$ cat src/rtl/image_scatter_write_pkg.sv
// Shared definitions for the image scatter writer: config register map and FSM states.
package image_scatter_write_pkg;

    // Config register addresses
    localparam int unsigned CFG_IW_WIDTH  = 8;
    localparam int unsigned CFG_IW_HEIGHT = 9;
    localparam int unsigned CFG_IW_DEPTH  = 10;
    localparam int unsigned CFG_IW_BASE   = 11;
    localparam int unsigned CFG_IW_STRIDE = 12;

    typedef enum logic [1:0] {
        ST_IDLE = 2'd0,
        ST_RUN  = 2'd1,
        ST_DONE = 2'd2
    } state_t;

endpackage

$ cat src/rtl/image_scatter_agu.sv
// Address generator for the scatter writer.
// Walks depth (innermost), column, then row; rows rotate across banks, and
// row_base advances by one image width each time the bank rotor wraps.
// Ports: load/init_base restart a job, step advances one beat, width/height/
// depth are zero-indexed counts, stride separates depth planes.
// addr/bank describe the current beat; last_c flags the final beat of the job.
module image_scatter_agu #(
    parameter int unsigned MEM_AWIDTH = 16,
    parameter int unsigned NB_BANKS   = 4,
    parameter int unsigned DIM_WIDTH  = 16,
    parameter int unsigned BANK_W     = 2
) (
    input  logic                  clk,
    input  logic                  rst,
    input  logic                  load,
    input  logic [MEM_AWIDTH-1:0] init_base,
    input  logic                  step,
    input  logic [DIM_WIDTH-1:0]  width,
    input  logic [DIM_WIDTH-1:0]  height,
    input  logic [DIM_WIDTH-1:0]  depth,
    input  logic [MEM_AWIDTH-1:0] stride,
    output logic [MEM_AWIDTH-1:0] addr,
    output logic [BANK_W-1:0]     bank,
    output logic                  last_c
);

    logic [DIM_WIDTH-1:0]  d_cnt;
    logic [DIM_WIDTH-1:0]  c_cnt;
    logic [DIM_WIDTH-1:0]  r_cnt;
    logic [MEM_AWIDTH-1:0] row_base;
    logic [MEM_AWIDTH-1:0] row_base_adv;
    logic                  bank_wrap;
    logic [BANK_W-1:0]     bank_nxt;

    assign bank_wrap    = (bank == BANK_W'(NB_BANKS - 1));
    assign bank_nxt     = bank_wrap ? '0 : bank + BANK_W'(1);
    assign row_base_adv = row_base + MEM_AWIDTH'(width) + MEM_AWIDTH'(1);
    assign last_c       = (d_cnt == depth) && (c_cnt == width) && (r_cnt == height);

    // Incremental address walk; acc doubles as the current beat address
    always_ff @(posedge clk or negedge rst) begin
        if (!rst) begin
            d_cnt    <= '0;
            c_cnt    <= '0;
            r_cnt    <= '0;
            bank     <= '0;
            row_base <= '0;
            addr     <= '0;
        end else if (load) begin
            d_cnt    <= '0;
            c_cnt    <= '0;
            r_cnt    <= '0;
            bank     <= '0;
            row_base <= init_base;
            addr     <= init_base;
        end else if (step) begin
            if (d_cnt != depth) begin
                d_cnt <= d_cnt + DIM_WIDTH'(1);
                addr  <= addr + stride;
            end else begin
                d_cnt <= '0;
                if (c_cnt != width) begin
                    c_cnt <= c_cnt + DIM_WIDTH'(1);
                    addr  <= row_base + MEM_AWIDTH'(c_cnt) + MEM_AWIDTH'(1);
                end else begin
                    c_cnt <= '0;
                    r_cnt <= r_cnt + DIM_WIDTH'(1);
                    bank  <= bank_nxt;
                    if (bank_wrap) begin
                        row_base <= row_base_adv;
                        addr     <= row_base_adv;
                    end else begin
                        addr     <= row_base;
                    end
                end
            end
        end
    end

endmodule

$ cat src/rtl/image_scatter_write.sv
// Multi-bank image writer: scatters the image stream into NB_BANKS banks,
// rows interleaved across banks, depth words placed in stride-separated planes.
// Ports: cfg_* stage job geometry, next launches a job from the staged set,
// str_img_* is the input stream, wr_* is the shared registered bank write port,
// busy covers the job, done pulses once after the last write.
module image_scatter_write
    import image_scatter_write_pkg::*;
#(
    parameter int unsigned CFG_DWIDTH    = 32,
    parameter int unsigned CFG_AWIDTH    = 5,
    parameter int unsigned STR_IMG_WIDTH = 64,
    parameter int unsigned MEM_AWIDTH    = 16,
    parameter int unsigned NB_BANKS      = 4,
    parameter int unsigned DIM_WIDTH     = 16
) (
    input  logic                     clk,
    input  logic                     rst,
    input  logic [CFG_DWIDTH-1:0]    cfg_data,
    input  logic [CFG_AWIDTH-1:0]    cfg_addr,
    input  logic                     cfg_valid,
    input  logic                     next,
    input  logic [STR_IMG_WIDTH-1:0] str_img_bus,
    input  logic                     str_img_val,
    output logic                     str_img_rdy,
    output logic [NB_BANKS-1:0]      wr_val,
    output logic [MEM_AWIDTH-1:0]    wr_addr,
    output logic [STR_IMG_WIDTH-1:0] wr_data,
    output logic                     busy,
    output logic                     done
);

    localparam int unsigned BANK_W = (NB_BANKS > 1) ? $clog2(NB_BANKS) : 1;

    logic [DIM_WIDTH-1:0]  stg_width, stg_height, stg_depth;
    logic [MEM_AWIDTH-1:0] stg_base, stg_stride;
    logic [DIM_WIDTH-1:0]  act_width, act_height, act_depth;
    logic [MEM_AWIDTH-1:0] act_stride;

    state_t                state, state_nxt;
    logic                  load;
    logic                  beat;
    logic                  rdy_d, busy_d, done_d;
    logic [MEM_AWIDTH-1:0] agu_addr;
    logic [BANK_W-1:0]     agu_bank;
    logic                  agu_last_c;
    logic                  unused_cfg_bits;

    assign unused_cfg_bits = ^cfg_data;
    assign beat            = str_img_val & str_img_rdy;

    // Staging set: written at any time, only ever consumed by next job launch
    always_ff @(posedge clk or negedge rst) begin
        if (!rst) begin
            stg_width  <= '0;
            stg_height <= '0;
            stg_depth  <= '0;
            stg_base   <= '0;
            stg_stride <= '0;
        end else if (cfg_valid) begin
            case (cfg_addr)
                CFG_AWIDTH'(CFG_IW_WIDTH):  stg_width  <= cfg_data[DIM_WIDTH-1:0];
                CFG_AWIDTH'(CFG_IW_HEIGHT): stg_height <= cfg_data[DIM_WIDTH-1:0];
                CFG_AWIDTH'(CFG_IW_DEPTH):  stg_depth  <= cfg_data[DIM_WIDTH-1:0];
                CFG_AWIDTH'(CFG_IW_BASE):   stg_base   <= cfg_data[MEM_AWIDTH-1:0];
                CFG_AWIDTH'(CFG_IW_STRIDE): stg_stride <= cfg_data[MEM_AWIDTH-1:0];
                default: ;
            endcase
        end
    end

    // Active set: captured from staging at launch, frozen during the job
    always_ff @(posedge clk or negedge rst) begin
        if (!rst) begin
            act_width  <= '0;
            act_height <= '0;
            act_depth  <= '0;
            act_stride <= '0;
        end else if (load) begin
            act_width  <= stg_width;
            act_height <= stg_height;
            act_depth  <= stg_depth;
            act_stride <= stg_stride;
        end
    end

    // FSM state register
    always_ff @(posedge clk or negedge rst) begin
        if (!rst) state <= ST_IDLE;
        else      state <= state_nxt;
    end

    // FSM next state and next output values
    always_comb begin
        state_nxt = state;
        load      = 1'b0;
        case (state)
            ST_IDLE: begin
                if (next) begin
                    state_nxt = ST_RUN;
                    load      = 1'b1;
                end
            end
            ST_RUN:  if (beat && agu_last_c) state_nxt = ST_DONE;
            ST_DONE: state_nxt = ST_IDLE;
            default: state_nxt = ST_IDLE;
        endcase
        rdy_d  = (state_nxt == ST_RUN);
        // done trails the final write by one cycle, so busy is stretched over it
        busy_d = (state_nxt != ST_IDLE) || (state == ST_DONE);
        done_d = (state == ST_DONE);
    end

    // Registered control and write port
    always_ff @(posedge clk or negedge rst) begin
        if (!rst) begin
            str_img_rdy <= 1'b0;
            busy        <= 1'b0;
            done        <= 1'b0;
            wr_val      <= '0;
            wr_addr     <= '0;
            wr_data     <= '0;
        end else begin
            str_img_rdy <= rdy_d;
            busy        <= busy_d;
            done        <= done_d;
            if (beat) begin
                wr_val  <= NB_BANKS'(1) << agu_bank;
                wr_addr <= agu_addr;
                wr_data <= str_img_bus;
            end else begin
                wr_val  <= '0;
            end
        end
    end

    image_scatter_agu #(
        .MEM_AWIDTH (MEM_AWIDTH),
        .NB_BANKS   (NB_BANKS),
        .DIM_WIDTH  (DIM_WIDTH),
        .BANK_W     (BANK_W)
    ) u_agu (
        .clk       (clk),
        .rst       (rst),
        .load      (load),
        .init_base (stg_base),
        .step      (beat),
        .width     (act_width),
        .height    (act_height),
        .depth     (act_depth),
        .stride    (act_stride),
        .addr      (agu_addr),
        .bank      (agu_bank),
        .last_c    (agu_last_c)
    );

endmodule
$ cat config.mk
export PLATFORM = sky130hd
export DESIGN_NAME = image_scatter_write
export DESIGN_NICKNAME = d
export VERILOG_FILES = /design/src/rtl/image_scatter_write_pkg.sv /design/src/rtl/image_scatter_agu.sv /design/src/rtl/image_scatter_write.sv
export SDC_FILE = /design/constraint.sdc
export NUM_CORES = 1
export LEC_CHECK = 0
export CORE_MARGIN = 5
export CORE_UTILIZATION = 51
export DETAILED_ROUTE_END_ITERATION = 8
export PLACE_DENSITY_LB_ADDON = 0.3
export SLEW_MARGIN = 20
export SYNTH_ARGS = -nofsm -noshare
export SYNTH_HDL_FRONTEND = slang
export SYNTH_SLANG_ARGS = --single-unit
$ cat constraint.sdc
create_clock -name clk -period 2.5 [get_ports clk]
set_input_delay 0.5 -clock clk [delete_from_list [all_inputs] [get_ports clk]]
set_output_delay 0.5 -clock clk [all_outputs]
set_load 0.01 [all_outputs]
==> metrics.txt <==
# TYPE chip_impl_metric gauge
chip_impl_info{name="outcome",value="complete, but fails checks"} 1
chip_impl_info{name="failing_checks",value="negative setup slack"} 1
chip_impl_metric{name="buffer_ports.inserted",unit=""} 176
chip_impl_metric{name="cts-buffers-inserted",unit=""} 35
chip_impl_metric{name="synthArstFlopShare",unit="%"} 100.0
chip_impl_metric{name="global_route.overflow_total",unit=""} 0
chip_impl_metric{name="worst_tran_pin_value",unit="ns"} 0.7277
chip_impl_metric{name="die-area",unit="mm²"} 0.03436
chip_impl_metric{name="fin_crit",unit="ns"} 2.778
chip_impl_info{name="critical_path_start_type",value="flip-flop"} 1
chip_impl_metric{name="vdd_ir_drop_max",unit="mV"} 0.6175
chip_impl_info{name="path_class",value="reg -> reg"} 1
chip_impl_metric{name="filler_cell_count",unit=""} 2254
chip_impl_info{name="synthFlopType",value="sky130_fd_sc_hd__dfrtp_1"} 1
chip_impl_metric{name="die_w",unit="µm"} 185.4
chip_impl_metric{name="grt_pass1_wl",unit="µm"} 73730
chip_impl_metric{name="min_period_over_period",unit="%"} 111.1
chip_impl_info{name="rsz0062_at_grt",value="yes"} 1
chip_impl_metric{name="drcViolationCount",unit=""} 0
chip_impl_metric{name="rows",unit=""} 64
chip_impl_metric{name="number_of_enable_flip_flop_cells_after_synthesis",unit=""} 0
chip_impl_metric{name="leakage_power",unit="nW"} 10.43
chip_impl_metric{name="maximum_achievable_frequency",unit="MHz"} 360.0
chip_impl_metric{name="finalSetupViolCount",unit=""} 13
chip_impl_metric{name="final_layout_size_suffix_gt1_share",unit="%"} 21.14
chip_impl_metric{name="global_route.usage.total",unit="%"} 27.07
chip_impl_metric{name="gate_count_of_the_mapped_netlist",unit=""} 1653
chip_impl_metric{name="grt_antenna_before_repair",unit=""} 1
chip_impl_metric{name="syn_avg_cell_area",unit="µm²"} 9.490
chip_impl_metric{name="first_global_vias",unit=""} 13740
chip_impl_metric{name="post_drt_via_cell_ratio",unit=""} 5.663
chip_impl_metric{name="worst_slack",unit="ns"} -0.2779
chip_impl_metric{name="synth-simple-area-share",unit="%"} 20.41
chip_impl_metric{name="gp_routability_congestion",unit=""} 0.8984
chip_impl_metric{name="synthMuxAreaShare",unit="%"} 6.724
chip_impl_metric{name="final_hold_violations",unit=""} 0
chip_impl_metric{name="die_height",unit="µm"} 185.4
chip_impl_metric{name="clk_path_buf_depth",unit=""} 3
chip_impl_metric{name="largest_net_degree_at_the_start_of_global_routing",unit=""} 70
chip_impl_metric{name="boundaryPins",unit=""} 193
chip_impl_metric{name="route.final.wire_length",unit="µm"} 47500
chip_impl_metric{name="worst_ep_required",unit="ns"} 2.93
chip_impl_info{name="synth_top_family_by_area",value="simple AND/OR/NAND/NOR gates"} 1
chip_impl_metric{name="syn_nets",unit=""} 1814
chip_impl_metric{name="final_nets",unit=""} 2161
chip_impl_metric{name="ys_seq_elements",unit=""} 315
chip_impl_metric{name="p_total",unit="mW"} 22.86
chip_impl_metric{name="timing.max_cap.violations",unit=""} 0
chip_impl_metric{name="largest_fanout_on_the_critical_path",unit=""} 2
chip_impl_metric{name="n_antenna_cell",unit=""} 0
chip_impl_metric{name="final_design_area_no_fill",unit="mm²"} 0.02108
chip_impl_metric{name="ys.warnings.count",unit=""} 0
chip_impl_metric{name="detail_route.first_pass.iterations",unit=""} 7
chip_impl_metric{name="post_synth_fa_ha_maj_area_fraction",unit="%"} 4.531
chip_impl_metric{name="synth.lib_cells_used.distinct",unit=""} 72
chip_impl_metric{name="layout-area-overhead-vs-synth",unit="%"} 34.39
chip_impl_info{name="crit_path_top_delay_cell",value="sky130_fd_sc_hd__or4_4"} 1
chip_impl_metric{name="num_vias",unit=""} 13710
chip_impl_metric{name="drt-initial-drc-count",unit=""} 930
chip_impl_info{name="end_kind",value="flip-flop"} 1
chip_impl_metric{name="cts.sinks",unit=""} 315
chip_impl_metric{name="crit_buf_inv",unit=""} 2
chip_impl_metric{name="synth_xor_area_share",unit="%"} 5.639
chip_impl_info{name="kind_of_cell_adding_the_most_delay_to_the_critical_path",value="compound AO/OA/AOI/OAI gates"} 1
chip_impl_metric{name="cell_area_after_placement",unit="mm²"} 0.01919
chip_impl_metric{name="ant_nets",unit=""} 0
chip_impl_metric{name="slew_violations",unit=""} 0
chip_impl_info{name="top_register",value="wr_data"} 1
chip_impl_metric{name="max_stage_delay",unit="ns"} 0.55
chip_impl_metric{name="detailedPlacementHpwl",unit="µm"} 33270
chip_impl_metric{name="placeableCoreArea",unit="mm²"} 0.03051
chip_impl_info{name="holdCritPathClass",value="reg -> reg"} 1
chip_impl_metric{name="finClkSkew",unit="ns"} 0.02086
chip_impl_metric{name="clock_tree.htree_level_count",unit=""} 2
chip_impl_metric{name="clkTransAtPathRegs",unit="ns"} 0.06
chip_impl_info{name="root_buffer",value="sky130_fd_sc_hd__clkbuf_16"} 1
chip_impl_metric{name="worstPathArrival",unit="ns"} 3.21
chip_impl_metric{name="ys_seq_area_share",unit="%"} 50.25
chip_impl_metric{name="largest_register_ff_count",unit=""} 64
chip_impl_metric{name="synth_compound_gate_area_share",unit="%"} 10.24
chip_impl_info{name="cpMostUsedCell",value="sky130_fd_sc_hd__o31a_1"} 1
chip_impl_metric{name="power_density",unit="mW/mm²"} 1085
chip_impl_metric{name="clk-insertion-delay-late",unit="ns"} 0.53
chip_impl_info{name="cts_tree",value="built"} 1
chip_impl_metric{name="mapped_cell_area",unit="mm²"} 0.01569
chip_impl_metric{name="slew_headroom",unit="%"} 51.04
chip_impl_metric{name="post_drt_wl_per_cell",unit="µm"} 19.62
chip_impl_metric{name="start_util",unit="%"} 51.41
chip_impl_info{name="timing.critical_path.cells",value="inv_2 > buf_6 > ha_4 > fa_2 > nor2b_2 > o31a_1 > o31a_1 > o311a_1 > or4_4 > a31oi_4"} 1
-- area by class of cell --
| type | instances | area (µm²) | area share, % |
|---|---|---|---|
| clock buffer | 46 | 988.4 | 4.689 |
| clock inverter | 16 | 276.5 | 1.312 |
| inverter | 22 | 82.58 | 0.3917 |
| multi-input combinational | 1248 | 7950 | 37.71 |
| sequential | 315 | 7884 | 37.40 |
| tap | 396 | 495.5 | 2.350 |
| timing repair buffer | 378 | 3403 | 16.14 |
-- per-stage QoR --
step / hold slack [ns] / cells / TNS (ns) / setup slack, ns / util [%]
2_1_floorplan: 0.2044 / 1653 / -0.2764 / -0.1887 / -
3_3_place_gp: 0.4262 / 2343 / -1.976 / -0.3272 / 62.89
3_5_place_dp: 0.4263 / 2343 / -3.178 / -0.3828 / 62.89
4_1_cts: 0.4617 / 2414 / -1.801 / -0.3331 / 68.12
5_1_grt: 0.4823 / 2421 / -3.521 / -0.3481 / 69.09
6_report: 0.4603 / 2421 / -2.076 / -0.2779 / 69.09
-- where the power goes --
part / total [mW] / switching [mW] / internal (mW) / leakage [nW]
clock network: 5.64 / 2.12 / 3.52 / 0.620
logic: 9.93 / 5.12 / 4.82 / 5.76
registers: 7.29 / 0.954 / 6.34 / 4.05
-- cells in the mapped netlist (6+ instances only) --
library cell	n	area [µm²]
sky130_fd_sc_hd__o21a_1	17	127.6
sky130_fd_sc_hd__clkbuf_1	50	187.7
sky130_fd_sc_hd__xor2_1	54	473.0
sky130_fd_sc_hd__buf_2	6	30.03
sky130_fd_sc_hd__o21ai_1	6	30.03
sky130_fd_sc_hd__ha_1	52	650.6
sky130_fd_sc_hd__a211oi_1	7	52.55
sky130_fd_sc_hd__o211ai_1	6	45.04
sky130_fd_sc_hd__nor2_1	95	356.6
sky130_fd_sc_hd__nand4_1	14	87.58
sky130_fd_sc_hd__a21o_1	12	90.09
sky130_fd_sc_hd__o31a_1	7	61.31
sky130_fd_sc_hd__nor4_1	13	81.33
sky130_fd_sc_hd__mux2i_1	12	120.1
sky130_fd_sc_hd__a211o_1	6	52.55
sky130_fd_sc_hd__o21ai_0	68	340.3
sky130_fd_sc_hd__nor3_1	14	70.07
sky130_fd_sc_hd__nand3_1	28	140.1
sky130_fd_sc_hd__and3_1	19	118.9
sky130_fd_sc_hd__or3_1	17	106.4
sky130_fd_sc_hd__nor2b_1	13	81.33
sky130_fd_sc_hd__a31oi_1	10	62.56
sky130_fd_sc_hd__dfrtp_1	315	7883
sky130_fd_sc_hd__xnor2_1	47	411.6
sky130_fd_sc_hd__nand2_1	484	1817
sky130_fd_sc_hd__inv_1	22	82.58
sky130_fd_sc_hd__o22ai_1	7	43.79
sky130_fd_sc_hd__mux2_2	83	934.7
sky130_fd_sc_hd__buf_1	12	45.04
sky130_fd_sc_hd__a21oi_1	80	400.4
-- worst register-to-register path, cell delays in order, from the launching register on --
cell                      delay (ns)
sky130_fd_sc_hd__dfrtp_1        0.40
sky130_fd_sc_hd__inv_2          0.10
sky130_fd_sc_hd__buf_6          0.12
sky130_fd_sc_hd__ha_4           0.14
sky130_fd_sc_hd__fa_2           0.22
sky130_fd_sc_hd__nor2b_2        0.05
sky130_fd_sc_hd__o31a_1         0.26
sky130_fd_sc_hd__o31a_1         0.30
sky130_fd_sc_hd__o311a_1        0.39
sky130_fd_sc_hd__or4_4          0.55
sky130_fd_sc_hd__a31oi_4        0.17
-- layout by cell type, fill, tap and decap left out, types with 6 or more instances in the layout --
master                            Yosys  routed
sky130_fd_sc_hd__buf_12               0       7
sky130_fd_sc_hd__xor2_1              54      53
sky130_fd_sc_hd__mux2_2              83      80
sky130_fd_sc_hd__nor2b_1             13       9
sky130_fd_sc_hd__nor4_2               0       8
sky130_fd_sc_hd__a21o_1              12      12
sky130_fd_sc_hd__nor3_1              14       8
sky130_fd_sc_hd__bufinv_16            0       7
sky130_fd_sc_hd__a21oi_1             80      73
sky130_fd_sc_hd__and3_1              19      19
sky130_fd_sc_hd__o21ai_0             68      57
sky130_fd_sc_hd__o22ai_1              7       6
sky130_fd_sc_hd__or3_1               17      17
sky130_fd_sc_hd__nand4_1             14      14
sky130_fd_sc_hd__ha_1                52      48
sky130_fd_sc_hd__dfrtp_1            315     314
sky130_fd_sc_hd__o21a_1              17      17
sky130_fd_sc_hd__o31a_1               7       7
sky130_fd_sc_hd__nor2_1              95      94
sky130_fd_sc_hd__buf_4                0     186
sky130_fd_sc_hd__nand2_1            484     481
sky130_fd_sc_hd__inv_1               22      19
sky130_fd_sc_hd__clkbuf_16            0      36
sky130_fd_sc_hd__o21ai_1              6      13
sky130_fd_sc_hd__nand3_1             28      26
sky130_fd_sc_hd__o211ai_1             6       6
sky130_fd_sc_hd__a31oi_1             10       6
sky130_fd_sc_hd__buf_6                0       8
sky130_fd_sc_hd__mux2i_1             12      10
sky130_fd_sc_hd__a211o_1              6       6
sky130_fd_sc_hd__xnor2_1             47      42
sky130_fd_sc_hd__clkdlybuf4s50_1      0     175
sky130_fd_sc_hd__a21oi_2              0       6
-- logic make-up (layout without fill, tap and decap cells) --
| logic type | after synthesis | after routing |
|---|---|---|
| and+or+nand+nor | 739 | 739 |
| DFF | 315 | 315 |
| AOI/OAI and AO/OA | 258 | 258 |
| xor gates and xnor gates | 101 | 101 |
| muxes | 95 | 95 |
| buffers and inverters | 90 | 462 |
| adders and majority gates | 55 | 55 |
-- layer usage --
layer / global-route usage, % / vias up / wire [µm]
li1: - / 6354 / -
met1: 37.03 / 6693 / 19770
met2: 43.00 / 518 / 21970
met3: 5.008 / 142 / 3637
met4: 10.78 / 2 / 2110
met5: 0 / - / 13
-- what timing repair did --
action / CTS / global route
hold buffers: 1 / 0
buffers inserted: 10 / 10
hold endpoints to repair: 35 / 0
endpoints found under the setup margin: 30 / 43
pin swaps: 40 / 53
gates resized for setup: 57 / 50
-- worst paths after layout --
kind / slack, ns / cells after the start / to / startpoint
max: -0.28 / 10 / u_agu.addr[12] / u_agu.row_base[0]
min: 0.46 / 2 / act_depth[2] / stg_depth[2]
max reg2reg: -0.28 / 10 / u_agu.addr[12] / u_agu.row_base[0]
min reg2reg: 0.46 / 2 / act_depth[2] / stg_depth[2]
max in group asynchronous: 1.31 / 3 / act_depth[13] / rst
min in group asynchronous: 0.49 / 2 / wr_data[46] / rst
Note: power is estimated with default switching activity, not from simulation.
